File: src/rtl/demux_regbank_8x16_pkg.sv
// Shared constants and clear-FSM encoding for the 8x16 write-side register bank.
package demux_regbank_8x16_pkg;

  localparam int REG_W = 16;
  localparam int REG_N = 8;
  localparam int IDX_W = 3;

  typedef enum logic {
    IDLE  = 1'b0,
    CLEAR = 1'b1
  } state_e;

endpackage

File: src/rtl/demux_regbank_8x16_decode.sv
// 3-to-8 one-hot write-enable decoder, gated by a single enable.
module regwrite_decode_3to8
  import demux_regbank_8x16_pkg::*;
(
  input  logic [IDX_W-1:0] idx_i,
  input  logic             en_i,
  output logic [REG_N-1:0] we_o
);

  always_comb begin
    we_o = '0;
    if (en_i) begin
      we_o[idx_i] = 1'b1;
    end
  end

endmodule

File: src/rtl/demux_regbank_8x16.sv
// Write side of the 8-entry register bank: one-stage staged write, parallel
// register outputs, pending-write forwarding taps and a one-per-cycle clear sweep.
module demux_regbank_8x16
  import demux_regbank_8x16_pkg::*;
#(
  parameter int WIDTH   = 16,
  parameter int NREG    = 8,
  parameter bit ZERO_R0 = 1'b1
) (
  input  logic             clk,
  input  logic             rst,
  input  logic             E,
  input  logic [2:0]       s,
  input  logic [WIDTH-1:0] D,
  output logic             ready,
  input  logic             clr,
  output logic             busy,
  output logic             clr_done,
  output logic             pend_v,
  output logic [2:0]       pend_s,
  output logic [WIDTH-1:0] pend_d,
  output logic [WIDTH-1:0] O0,
  output logic [WIDTH-1:0] O1,
  output logic [WIDTH-1:0] O2,
  output logic [WIDTH-1:0] O3,
  output logic [WIDTH-1:0] O4,
  output logic [WIDTH-1:0] O5,
  output logic [WIDTH-1:0] O6,
  output logic [WIDTH-1:0] O7
);

  state_e             state_q;
  logic [IDX_W-1:0]   cnt_q;
  logic               clr_done_q;
  logic               pend_v_q;
  logic [IDX_W-1:0]   pend_s_q;
  logic [WIDTH-1:0]   pend_d_q;
  logic [WIDTH-1:0]   regs_q [NREG];

  logic [REG_N-1:0]   commit_we;
  logic [REG_N-1:0]   sweep_we;
  logic [REG_N-1:0]   commit_mask;
  logic               accept;

  assign ready  = (state_q == IDLE);
  assign busy   = (state_q == CLEAR);
  assign accept = E && ready;

  regwrite_decode_3to8 u_commit_dec (
    .idx_i (pend_s_q),
    .en_i  (pend_v_q),
    .we_o  (commit_we)
  );

  regwrite_decode_3to8 u_sweep_dec (
    .idx_i (cnt_q),
    .en_i  (busy),
    .we_o  (sweep_we)
  );

  // Register 0 may be hardwired: its commit is dropped, though the write still stages.
  assign commit_mask = ZERO_R0 ? {{(REG_N-1){1'b1}}, 1'b0} : {REG_N{1'b1}};

  always_ff @(posedge clk) begin
    if (rst) begin
      state_q    <= IDLE;
      cnt_q      <= '0;
      clr_done_q <= 1'b0;
      pend_v_q   <= 1'b0;
      pend_s_q   <= '0;
      pend_d_q   <= '0;
    end else begin
      clr_done_q <= 1'b0;
      pend_v_q   <= accept;
      if (accept) begin
        pend_s_q <= s;
        pend_d_q <= D;
      end
      case (state_q)
        IDLE: begin
          if (clr) begin
            state_q <= CLEAR;
            cnt_q   <= '0;
          end
        end
        CLEAR: begin
          if (cnt_q == IDX_W'(NREG - 1)) begin
            state_q    <= IDLE;
            cnt_q      <= '0;
            clr_done_q <= 1'b1;
          end else begin
            cnt_q <= cnt_q + 1'b1;
          end
        end
        default: state_q <= IDLE;
      endcase
    end
  end

  // Sweep beats a same-edge commit so the bank is all-zero when the sweep ends.
  always_ff @(posedge clk) begin
    for (int i = 0; i < NREG; i++) begin
      if (rst || sweep_we[i]) begin
        regs_q[i] <= '0;
      end else if (commit_we[i] && commit_mask[i]) begin
        regs_q[i] <= pend_d_q;
      end
    end
  end

  assign clr_done = clr_done_q;
  assign pend_v   = pend_v_q;
  assign pend_s   = pend_s_q;
  assign pend_d   = pend_d_q;

  assign O0 = regs_q[0];
  assign O1 = regs_q[1];
  assign O2 = regs_q[2];
  assign O3 = regs_q[3];
  assign O4 = regs_q[4];
  assign O5 = regs_q[5];
  assign O6 = regs_q[6];
  assign O7 = regs_q[7];

endmodule

File: config.mk
export PLATFORM = sky130hd
export DESIGN_NAME = demux_regbank_8x16
export DESIGN_NICKNAME = d
export VERILOG_FILES = /design/src/rtl/demux_regbank_8x16_pkg.sv /design/src/rtl/demux_regbank_8x16_decode.sv /design/src/rtl/demux_regbank_8x16.sv
export SDC_FILE = /design/constraint.sdc
export NUM_CORES = 1
export LEC_CHECK = 0
export CAP_MARGIN = 20
export CELL_PAD_IN_SITES_DETAIL_PLACEMENT = 0
export CELL_PAD_IN_SITES_GLOBAL_PLACEMENT = 1
export CORE_ASPECT_RATIO = 0.6
export CORE_MARGIN = 1
export CORE_UTILIZATION = 39
export DETAILED_ROUTE_END_ITERATION = 16
export GPL_TIMING_DRIVEN = 0
export PLACE_DENSITY_LB_ADDON = 0.1
export SYNTH_ARGS = -nofsm -noshare
export SYNTH_HDL_FRONTEND = slang
export SYNTH_SLANG_ARGS = --single-unit
File: constraint.sdc
create_clock -name clk -period 3.3 [get_ports clk]
set_clock_uncertainty 0.05 [all_clocks]
set_input_delay 0.33 -clock clk [delete_from_list [all_inputs] [get_ports clk]]
set_output_delay 0.33 -clock clk [all_outputs]
set_load 0.01 [all_outputs]
### Yosys cells after proc, flatten, opt, wreduce, memory -nomap -nowiden

Memories as Yosys holds them, arrays and structs flattened.
Index checks and enable logic that the tools add are counted.
Widths: inputs -> output; s select.

* reductions and logical operators: 12
* bitwise operators: 8
* equality and inequality tests: 2
* magnitude comparators: 4
* muxes and demuxes: 57
* $add $sub $neg: 1

Operator list (count)
* $mux 16: 7
* $mux 1: 42
* $mux 8: 2
* $logic_or 1x1->1: 8
* $lt 3x4->1 const B: 2
* $or 1x1->1: 7
* $demux 1 s3: 2
* $ge 3x1->1 const B: 2
* $mux 3: 2
* $pmux 3 s2: 1
* $add 3x1->3 const B: 1
* $eq 3x3->1 const B: 1
* $logic_and 1x1->1: 3
* $ne 2x1->1 const B: 1
* $pmux 1 s2: 1
* $reduce_or 2->1: 1
* $not 1->1: 1

* memories: 1
* memory bits (writable): 128
* bits in registers: 25
* output and inout port bits: 151

Memories
* regs_q: depth 8, bits a word 16, rd ports 8, clocked after memory_dff 0, write ports 8, RTL line demux_regbank_8x16.sv:38 `logic [WIDTH-1:0] regs_q [NREG];`

### Longest topological paths before layout

Gate-level depths: netlist of run 1.

* depth after elaboration: 9
* gate-level depth with buffers: 6

### By module

From an unflattened synthesis of run 1, not the netlist that was laid out.

* cells, all modules: 397
* area, all modules: 5424.0 µm²

By module, submodules not included
* demux_regbank_8x16: cells each 381, area each 5232.5 µm², times used 1, seq. area each 3863.7 µm²
* regwrite_decode_3to8 (u_commit_dec): cells each 8, area each 96.3 µm², times used 1, seq. area each 0.0 µm²
* regwrite_decode_3to8 (u_sweep_dec): cells each 8, area each 95.1 µm², times used 1, seq. area each 0.0 µm²

### Worst setup path before layout of run 1

Ideal clock, no wire load.

* path kind: in2reg
* start point: input rst
* end point: memory regs_q[3][0], in the netlist regs_q[0][48], enable pin
* data required time: 2878 ps
* slack: 1452 ps
* path buffers: 2
* setup time: 372 ps
* arrival time: 1426 ps
* stages: 4
* cells stage by stage: clkbuf_1 > clkbuf_1 > a31oi_1 > nand2_1

RTL lines
* start: declaration: RTL line demux_regbank_8x16.sv:11 `input logic rst,`
* end: declaration: RTL line demux_regbank_8x16.sv:38

==> key figures, run 1 <==
Status
  • Status: finished clean

Clock tree
  • Clock Root Buffer: clkbuf_16
  • Post-CTS setup buffer count: 0
  • CTS Hold Buffers Added: 0
  • H-tree depth: 4
  • TritonCTS Sinks: roughly 140
  • Maximum root-to-sink buffer count: 2
  • Clock Latency Late Sink: 0.41 ns
  • Cts bufs inserted: 17
  • TritonCTS clock tree: yes
  • Cts repair resizes: 0
  • Worst-path clk slew: about 0.060 ns

Global route
  • Largest net degree at the start of global routing: 17
  • GRT Total Usage: around 20%
  • Global route overflow: 0
  • Vias in the first global route: approximately 3.5k
  • Initial antenna violation count: 0
  • Global-route wire length before repair: 20.6 mm

Timing
  • Pins Over Slew Limit: 0
  • Hold Violations, Final: 0
  • RSZ-0062 raised after global routing: no
  • Final setup TNS: 0 ns
  • Final period util: roughly 76%
  • Max_slew headroom: about 44%
  • WHS: 0.415 ns
  • Final setup fails: 0
  • Fmax achieved: 400 MHz
  • Slew @ Worst Pin: around 0.83 ns
  • Final Critical Period: 2.50 ns

Die
  • Die Span Y: a little over 90 um
  • Core area: 0.0132 sq mm
  • Initial core utilization: approximately two fifths
  • Die W: 154 um
  • Die Area: 0.0144 sq mm
  • FP Rows: 32
  • I/O pin total: approximately 170

Synth
  • Asr flop ratio synth: 0%
  • Register area share after synthesis: between 70% and 80%
  • Syn Area/Cell: 13.8 sq um
  • Mapped Cells: 394
  • Main synth FF type: edfxtp_1
  • Post-synth EDFFs: between 100 and 150
  • Mapped Area: ~0.0054 sq mm
  • Post-synthesis cell type count: 31
  • #FFs+latches synth: between 100 and 150
  • Ys Warns: 0

Worst setup path
  • Kind of critical path: primary input to flip-flop
  • Crit path arrival time: approximately 2.5 ns
  • Worst R2R Setup Slack: around 1.2 ns
  • CP startpoint kind: primary input
  • Worst-path maximum fanout: 16
  • CP required: about 3.3 ns
  • R2R cell count: 4
  • Endpoint type of the worst setup path: flip-flop

Routing
  • Remaining DRCs: 0
  • Post-route antenna net violation count: 0
  • Via Count: ~3.6k
  • First-pass DRT Iterations: 5
  • DRT iter0 DRCs: between 150 and 200
  • Wire per inst: about 18 um
  • Wirelength, routed: around 14 mm
  • DR vias/cell: between 4 and 5

Power
  • PwrDens: between 500 and 600 mW/mm^2
  • Peak VDD IR: 0.401 mV
  • Leakage power: ~3 nW

Job
  • MaxCap Viol Count: 0

Cells and area
  • Antenna diode count: 0
  • Final Util: around three fifths
  • FILL cells: between 1k and 1.5k
  • Nets@finish: slightly above 600
  • Layout cell share with drive strength beyond 1: between 10% and 20%
  • Final Cell Area: a little under 0.008 sq mm
  • Area delta synth->final: 45.1%

Placed design
  • Post-detail-place hpwl: about 9.8 mm
  • Cell Area, Placed: between 0.007 and 0.008 sq mm
  • Number of port buffers: ~160
  • Gpl congestion: roughly 0.75

Hold path
  • Hold path depth: 3
  • Hold Crit Class: primary input to flip-flop
[report_power, final]
| group | leakage [nW] | total, mW | switching [mW] | internal (mW) |
|---|---|---|---|---|
| logic | 1.33 | 0.335 | 0.160 | 0.176 |
| clock network | 0.283 | 1.93 | 0.739 | 1.19 |
| registers | 1.36 | 2.00 | 0.0668 | 1.94 |
[logic make-up after synthesis]
logic type | synth area share (%)
DFF | 71.3
other | 0.0692
muxes | 0.185
adders and majority gates | 0.462
and+or+nand+nor | 19.4
buffers and inverters | 4.11
AOI/OAI and AO/OA | 4.43
[registers in the layout, summed over array words and instances (netlist names)]
name and flops:
regs_q 112, pend_d 16, cnt_q 3, pend_s 3, busy 1, clr_done 1
pend_v 1
[critical path, cell delays in order]
cell and delay [ns]:
clkdlybuf4s50_1 0.49, clkbuf_1 0.48, clkbuf_1 0.49, a31oi_1 0.08
nand2_1 0.59
[cells in the final DEF, fill, tap and decap left out, types with 8 or more instances in the layout]
cell / n
dfxtp_1: 25
nand2_1: 45
edfxtp_1: 112
clkdlybuf4s50_1: 157
clkbuf_1: 8
conb_1: 16
nor2_1: 8
and2_1: 109
buf_4: 16
clkbuf_16: 17
a21oi_1: 24
[worst paths after layout]
kind | start | end
setup / recovery | rst | regs_q[1][16]
hold / removal | s[0] | pend_s[0]
setup reg to reg | busy | regs_q[0][37]
hold reg to reg | cnt_q[1] | cnt_q[1]
[layout make-up]
cell class | count | area, sq um | share of cell area (%)
Timing Repair Buffer | 157 | 1570 | 20.0
Multi-Input combinational cell | 237 | 1390 | 17.7
Clock buffer | 18 | 429 | 5.46
Tap cell | 170 | 213 | 2.71
Inverter | 1 | 3.75 | 0.0477
Sequential cell | 137 | 3860 | 49.1
Buffer | 34 | 219 | 2.78
Clock inverter | 14 | 174 | 2.21
[cell usage after synthesis (3+ instances only)]
master	number	area, sq um
buf_6	3	33.8
a311oi_2	4	60.1
dfxtp_1	25	500
clkbuf_2	3	15.0
a21oi_1	24	120
buf_4	16	120
clkbuf_1	7	26.3
and2_1	109	682
and3_1	3	18.8
nand4b_1	3	26.3
a31oi_1	4	25.0
edfxtp_1	112	3360
nor2_1	8	30.0
buf_2	4	20.0
nand4bb_1	3	33.8
nand2_1	45	169
[through the flow]
stage	power [mW]	worst slack, ns	instances
after global placement	2.37	0.444	736
after CTS	4.30	0.825	768
after global routing	4.38	0.659	768
after detailed placement	2.38	0.391	736
after floorplan	2.15	1.45	409
final	4.27	0.801	768
[routing by layer]
metal  track usage (%)  wire length [um]
met3              6.35              1100
met1              27.6              6740
met2              29.6              5900
met5                 0                 0
met4              6.00                 8
(Power assumes the default switching activity.)
==> run 2, diff against run 1 <==
--- a/config.mk
+++ b/config.mk
@@ -10,7 +10,7 @@
 export CELL_PAD_IN_SITES_GLOBAL_PLACEMENT = 1
 export CORE_ASPECT_RATIO = 0.6
 export CORE_MARGIN = 1
-export CORE_UTILIZATION = 39
+export CORE_UTILIZATION = 36
 export DETAILED_ROUTE_END_ITERATION = 16
 export GPL_TIMING_DRIVEN = 0
 export PLACE_DENSITY_LB_ADDON = 0.1
==> constraint.sdc (replaced) <==
create_clock -name clk -period 2.46 [get_ports clk]
set_clock_uncertainty 0.05 [all_clocks]
set_input_delay 0.246 -clock clk [delete_from_list [all_inputs] [get_ports clk]]
set_output_delay 0.246 -clock clk [all_outputs]
set_load 0.01 [all_outputs]
==> run 2 against run 1 <==
Power up 33%. Final cell count rose by 3.5%. Sequential share of layout area down 0.15 points. Critical path depth is the same. Design area is 0.30% higher. Largest cell class unchanged. Sequential power up 35%. Register-to-register slack worse by 0.79 ns. Clock power grew 32%. Via count is 0.89% higher. Combinational power is 34% higher.
==> key figures, run 2 (same netlist as run 1, synthesis figures left out) <==
Worst setup path
  • CP Buf/Inv Count: 3 (unchanged)
  • Top cell by count, worst path: clkbuf_1
  • Worst-path maximum fanout: 16 (unchanged)
  • Kind of critical path: primary input to flip-flop
  • R2R cell count: 3 (-1)
  • Top delay family on crit path: buffers and inverters
  • Worst R2R Setup Slack: 0.44 ns (-0.79 ns)
  • CP required: 2.45 ns (-0.84 ns)
  • Crit Reg-Reg Endpoint: regs_q[1][42]
  • Reg2reg start: cnt_q[2]
  • Crit-path cells: clkdlybuf4s50_1 -> clkbuf_1 -> clkbuf_1 -> a21oi_1 -> nand2_1
  • CP startpoint kind: primary input
  • CP max-delay cell: nand2_1
  • Endpoint type of the worst setup path: flip-flop
  • Crit-path max cell delay: 0.54 ns (-0.05 ns)
  • Crit path arrival time: 2.31 ns (-0.18 ns)

Routing
  • Remaining DRCs: 0 (unchanged)
  • Via Count: 3619 (+0.89%)
  • Post-route antenna net violation count: 0 (unchanged)
  • DR vias/cell: 4.55 (-2.5%)
  • First-pass DRT Iterations: 5 (unchanged)
  • Wirelength, routed: 14.3 mm (+4.2%)
  • DRT iter0 DRCs: 177 (unchanged)
  • Wire per inst: 18.0 um (+0.68%)

Timing
  • WHS: 0.333 ns (-0.0821 ns)
  • Final setup fails: 0 (unchanged)
  • Pins Over Slew Limit: 0 (unchanged)
  • Fmax achieved: ~430 MHz
  • Final Critical Period: between 2 and 2.5 ns
  • Worst setup margin: 0.136 ns (-0.665 ns)
  • Slew @ Worst Pin: 0.896 ns (+0.0621 ns)
  • Hold Violations, Final: 0 (unchanged)
  • Max_slew headroom: 40.3% (-4.1 points)
  • Final period util: a little over nine tenths
  • RSZ-0062 raised after global routing: no

Clock tree
  • Cts bufs inserted: 17 (unchanged)
  • Maximum root-to-sink buffer count: 2 (unchanged)
  • CTS Hold Buffers Added: 0 (unchanged)
  • Worst-path clk slew: 0.05 ns (about the same)
  • TritonCTS clock tree: yes
  • Clock Root Buffer: clkbuf_16
  • H-tree depth: 4 (unchanged)
  • Post-CTS setup buffer count: 0 (unchanged)
  • TritonCTS Sinks: 137 (unchanged)
  • Cts repair resizes: 0 (unchanged)
  • Clock Latency Late Sink: 0.41 ns (about the same)

Die
  • Initial core utilization: 37.1% (-4.0 points)
  • I/O pin total: 174 (unchanged)
  • Die Area: 0.0156 sq mm (+8.2%)
  • Die W: 160 um (+4.0%)
  • FP Rows: 34 (+6.3%)
  • Die Span Y: 97.0 um (+4.0%)
  • Core area: 0.0146 sq mm (+11%)

Hold path
  • Hold Crit Class: primary input to flip-flop
  • Hold path depth: 3 (unchanged)
  • Worst Hold End: pend_d[10]
  • Hold Startpoint: D[10]

Power
  • Total power: 5.68 mW (+33%)
  • Peak VDD IR: 0.442 mV (+10%)
  • Gate power share: 7.9% (about the same)
  • Int Power: 4.41 mW (+33%)
  • Leakage power: 2.97 nW (-0.24%)
  • Clk network pwr share: 44.7% (-0.5 points)
  • Switching part of the total power: 22.4% (-0.22 points)
  • Sequential power share: 47.4% (+0.5 points)
  • PwrDens: 720 mW/mm^2 (+33%)
  • Switching component of the power: 1.27 mW (+32%)

Cells and area
  • Final std cells w/o fill: 795 (+3.5%)
  • Commonest non-fill, non-tap cells in the layout: clkdlybuf4s50_1 (157), edfxtp_1 (112), and2_1 (109)
  • Max reg flops: 112 (unchanged)
  • Largest Register: regs_q
  • Most common cell after layout, fill and taps aside: clkdlybuf4s50_1
  • Layout cell share with drive strength beyond 1: 11.6% (+0.35 points)
  • Final Cell Area: 0.00789 sq mm (+0.30%)
  • Area delta synth->final: 45.5%
  • Nets@finish: 610 (unchanged)
  • Antenna diode count: 0 (unchanged)

Placed design
  • Gpl congestion: 0.759 (+1.2%)
  • Pre-CTS setup slack: -0.405 ns (-0.797 ns)
  • Number of port buffers: 157 (unchanged)
  • Cell Area, Placed: 0.00729 sq mm (+0.48%)
  • Placed insts: 764 (+3.8%)
  • Post-detail-place hpwl: 9.93 mm (+1.7%)

Job
  • MaxCap Viol Count: 0 (unchanged)

Global route
  • Largest net degree at the start of global routing: 17 (unchanged)
  • Initial antenna violation count: 0 (unchanged)
  • Vias in the first global route: 3655 (+3.4%)
  • Global-route wire length before repair: 21.7 mm (+5.2%)
  • Global route overflow: 0 (unchanged)
  • GRT Total Usage: 19.3% (-0.57 points)

Status
  • Status: finished clean
==> run 2: changes by cell type in the layout (fill, tap and decap cells not counted) <==
cell | before | now
nand2_2 | 0 | 4
clkinv_4 | 3 | 0
inv_6 | 2 | 1
nand2_1 | 45 | 41
clkbuf_1 | 8 | 7
clkinv_2 | 2 | 4
clkinv_1 | 0 | 2
==> run 2: layer usage <==
layer / share of wire (%) / track usage, % / up-vias
li1: - / - / 1723
met1: 48 / 27.2 / 1738
met2: 43 / 27.4 / 148
met3: 8.5 / 7.46 / 10
met4: 0.67 / 5.27 / 0
met5: 0 / 0 / -
==> run 2: worst register-to-register path, stage by stage, from the launching register on <==
cell and delay (ns):
dfxtp_1 0.49, nor2b_2 0.35, a31oi_1 0.19, nand2_1 0.57
==> run 2: cell type report <==
type | count | area (sq um)
inverter | 1 | 3.75
buffer | 34 | 219
timing repair buffer | 157 | 1570
fill | 1239 | 6710
clock buffer | 17 | 425
clock inverter | 14 | 156
sequential | 137 | 3860
tap | 198 | 248
multi-input combinational | 237 | 1400
==> run 2: through the flow <==
step	TNS, ns	utilization [%]
after detailed placement	-28.16	50.0
after global placement	-23.95	50.0
after CTS	0	54.0
after floorplan	0	-
final	0	54.0
after global routing	0	54.0
==> run 2: worst max-delay path by stage <==
| stage | startpoint | endpoint | slack, ns | depth (start not counted) |
|---|---|---|---|---|
| floorplan | rst | regs_q[0][48] | 0.70 | 4 |
| global placement | rst | regs_q[0][59] | -0.34 | 5 |
| detailed placement | rst | regs_q[0][55] | -0.41 | 5 |
| CTS | rst | regs_q[0][60] | 0.04 | 5 |
| global route | rst | regs_q[0][27] | 0.004 | 5 |
| finish | rst | regs_q[0][26] | 0.14 | 5 |
==> run 2: power by group through the flow <==
stage                     registers, mW  clock network, mW  logic, mW
after floorplan                    2.75                  0      0.139
after global placement             2.74                  0      0.447
after detailed placement           2.74                  0      0.451
after CTS                          2.70               2.57      0.453
after global routing               2.71               2.68      0.482
final                              2.69               2.54      0.450
==> run 3, diff against run 2 <==
--- a/config.mk
+++ b/config.mk
@@ -17,3 +17,4 @@
 export SYNTH_ARGS = -nofsm -noshare
 export SYNTH_HDL_FRONTEND = slang
 export SYNTH_SLANG_ARGS = --single-unit
+export TNS_END_PERCENT = 50
==> constraint.sdc (replaced) <==
create_clock -name clk -period 2.4 [get_ports clk]
set_clock_uncertainty 0.05 [all_clocks]
set_input_delay 0.24 -clock clk [delete_from_list [all_inputs] [get_ports clk]]
set_output_delay 0.24 -clock clk [all_outputs]
set_load 0.01 [all_outputs]
==> run 3 against run 2 <==
Wire length up 0.27%. Global-route usage unchanged. Final cell count unchanged. First-iteration DRC count down 2.8%. Power up 2.6%. Utilization about the same. Setup slack better by 0.014 ns. Register-to-register slack worse by 0.05 ns. Largest cell class unchanged. Sequential share of layout area about the same. Clock power up 2%.
==> key figures, run 3 (same netlist as run 1, synthesis figures left out) <==
Worst setup path
  • CP required: 2.11 ns (-0.34 ns)
  • R2R cell count: 3 (unchanged)
  • Crit path arrival time: 1.96 ns (-0.35 ns)
  • Kind of critical path: flip-flop to output pin
  • Critical path launch point: busy
  • Crit-path cells: buf_2 -> buf_1 -> inv_1 -> clkdlybuf4s50_1
  • CP max-delay cell: clkdlybuf4s50_1
  • Crit path to: ready
  • Reg2reg start: cnt_q[2]
  • Worst R2R Setup Slack: 0.39 ns (-0.05 ns)
  • Crit Reg-Reg Endpoint: regs_q[1][41]
  • CP startpoint kind: flip-flop
  • Endpoint type of the worst setup path: output pin
  • Worst-path maximum fanout: 10 (-6)
  • Crit-path max cell delay: 0.50 ns (-0.04 ns)

Power
  • Sequential power share: 47.4% (about the same)
  • Gate power share: 7.9% (about the same)
  • Total power: 5.83 mW (+2.6%)
  • Int Power: 4.52 mW (+2.5%)
  • Peak VDD IR: 0.451 mV (+2.1%)
  • Switching component of the power: 1.31 mW (+2.7%)
  • Switching part of the total power: 22.4% (+0.038 points)
  • Clk network pwr share: 44.7% (about the same)
  • Leakage power: 2.97 nW (about the same)
  • PwrDens: 738 mW/mm^2 (+2.5%)

Clock tree
  • TritonCTS clock tree: yes
  • H-tree depth: 4 (unchanged)
  • Clock Root Buffer: clkbuf_16
  • Cts bufs inserted: 17 (unchanged)
  • Post-CTS setup buffer count: 0 (unchanged)
  • CTS Hold Buffers Added: 0 (unchanged)
  • Clock Latency Late Sink: 0.41 ns (about the same)
  • Maximum root-to-sink buffer count: 2 (unchanged)
  • Worst-path clk slew: 0.06 ns (about the same)
  • TritonCTS Sinks: 137 (unchanged)
  • Cts repair resizes: 2 (+2)

Die
  • Core area: 0.0146 sq mm (unchanged)
  • FP Rows: 34 (unchanged)
  • Die W: 160 um (unchanged)
  • Initial core utilization: 37.1% (unchanged)
  • Die Area: 0.0156 sq mm (unchanged)
  • I/O pin total: 174 (unchanged)
  • Die Span Y: 97.0 um (unchanged)

Cells and area
  • FILL cells: 1237 (-0.16%)
  • Antenna diode count: 0 (unchanged)
  • Final Util: 54.1% (about the same)
  • Layout cell share with drive strength beyond 1: 11.7% (+0.17 points)
  • Max reg flops: 112 (unchanged)
  • Sequential cell area: 0.00386 sq mm (unchanged)
  • Largest Register: regs_q
  • Nets@finish: 610 (unchanged)
  • Commonest non-fill, non-tap cells in the layout: clkdlybuf4s50_1 (157), edfxtp_1 (112), and2_1 (109)
  • Area delta synth->final: 45.6% (about the same)
  • Multi-input logic area: 0.00140 sq mm (+0.18%)
  • Most common cell after layout, fill and taps aside: clkdlybuf4s50_1
  • Final Cell Area: 0.00789 sq mm (about the same)

Routing
  • Via Count: 3657 (+1.1%)
  • Wire per inst: 18.1 um (+0.27%)
  • DRT iter0 DRCs: 172 (-2.8%)
  • DR vias/cell: 4.60 (+1.1%)
  • First-pass DRT Iterations: 5 (unchanged)
  • Wirelength, routed: 14.4 mm (+0.27%)
  • Remaining DRCs: 0 (unchanged)
  • Post-route antenna net violation count: 0 (unchanged)

Placed design
  • Cell Area, Placed: 0.00729 sq mm (unchanged)
  • Gpl congestion: 0.759 (unchanged)
  • Post-detail-place hpwl: 9.93 mm (unchanged)
  • Number of port buffers: 157 (unchanged)

Timing
  • Final period util: ~94%
  • Pins Over Slew Limit: 0 (unchanged)
  • Fmax achieved: about 440 MHz
  • Max_slew headroom: 39.5% (-0.82 points)
  • Slew @ Worst Pin: 0.908 ns (+0.0123 ns)
  • Hold Violations, Final: 0 (unchanged)
  • RSZ-0062 raised after global routing: no
  • Final Critical Period: 2.25 ns
  • Final setup fails: 0 (unchanged)

Status
  • Status: finished clean

Global route
  • Global route overflow: 0 (unchanged)
  • Global-route wire length before repair: 21.7 mm (about the same)
  • Largest net degree at the start of global routing: 17 (unchanged)
  • GRT Total Usage: 19.3% (unchanged)
  • Vias in the first global route: 3652 (-0.082%)
  • Initial antenna violation count: 0 (unchanged)

Hold path
  • Hold Crit Class: primary input to flip-flop

Job
  • MaxCap Viol Count: 0 (unchanged)
[run 3: cell counts in the layout (fill, tap and decap cells not counted)]
Identical to the previous run, type by type.
[run 3: cell type report]
class	count	share of cell area, %
Buffer	34	2.78
Clock buffer	17	5.39
Multi-Input combinational cell	237	17.8
Timing Repair Buffer	157	19.9
Tap cell	198	3.14
Inverter	1	0.0476
Sequential cell	137	49.0
Clock inverter	14	1.98
[run 3: worst min-delay path by stage]
stage | start | endpoint | slack (ns) | cells past startpoint
floorplan | D[0] | pend_d[0] | 0.33 | 2
global placement | cnt_q[1] | cnt_q[1] | 0.52 | 3
detailed placement | cnt_q[1] | cnt_q[1] | 0.57 | 3
CTS | D[14] | pend_d[14] | 0.31 | 3
global route | s[2] | pend_s[2] | 0.31 | 3
finish | D[10] | pend_d[10] | 0.33 | 3
[run 3: power groups by stage]
stage	registers (mW)	logic, mW	clock network [mW]
6_report	2.76	0.462	2.60
5_1_grt	2.77	0.494	2.74
4_1_cts	2.76	0.465	2.63
3_5_place_dp	2.81	0.462	0
3_3_place_gp	2.81	0.459	0
2_1_floorplan	2.82	0.142	0
[run 3: layer usage]
layer  vias to the layer above  global-route usage, %  share of wire, %
li1                       1726                      -                 -
met1                      1774                   27.2                49
met5                         -                      0                 0
met4                         0                   5.27              0.58
met2                       148                   27.4                43
met3                         9                   7.46               7.9
[run 3: critical path, delay by kind of cell (launching register included)]
kind	cells	cell delay, ns
DFF	1	0.33
buffers and inverters	4	1.22
[run 3: stage by stage]
stage,TNS [ns],worst slack (ns),hold slack [ns],instances
after floorplan,0,0.642,0.326,409
after global placement,-28.27,-0.397,0.523,764
after detailed placement,-33.26,-0.459,0.569,764
after CTS,0,0.0299,0.309,795
after global routing,0,0.0438,0.314,795
final,0,0.150,0.327,795
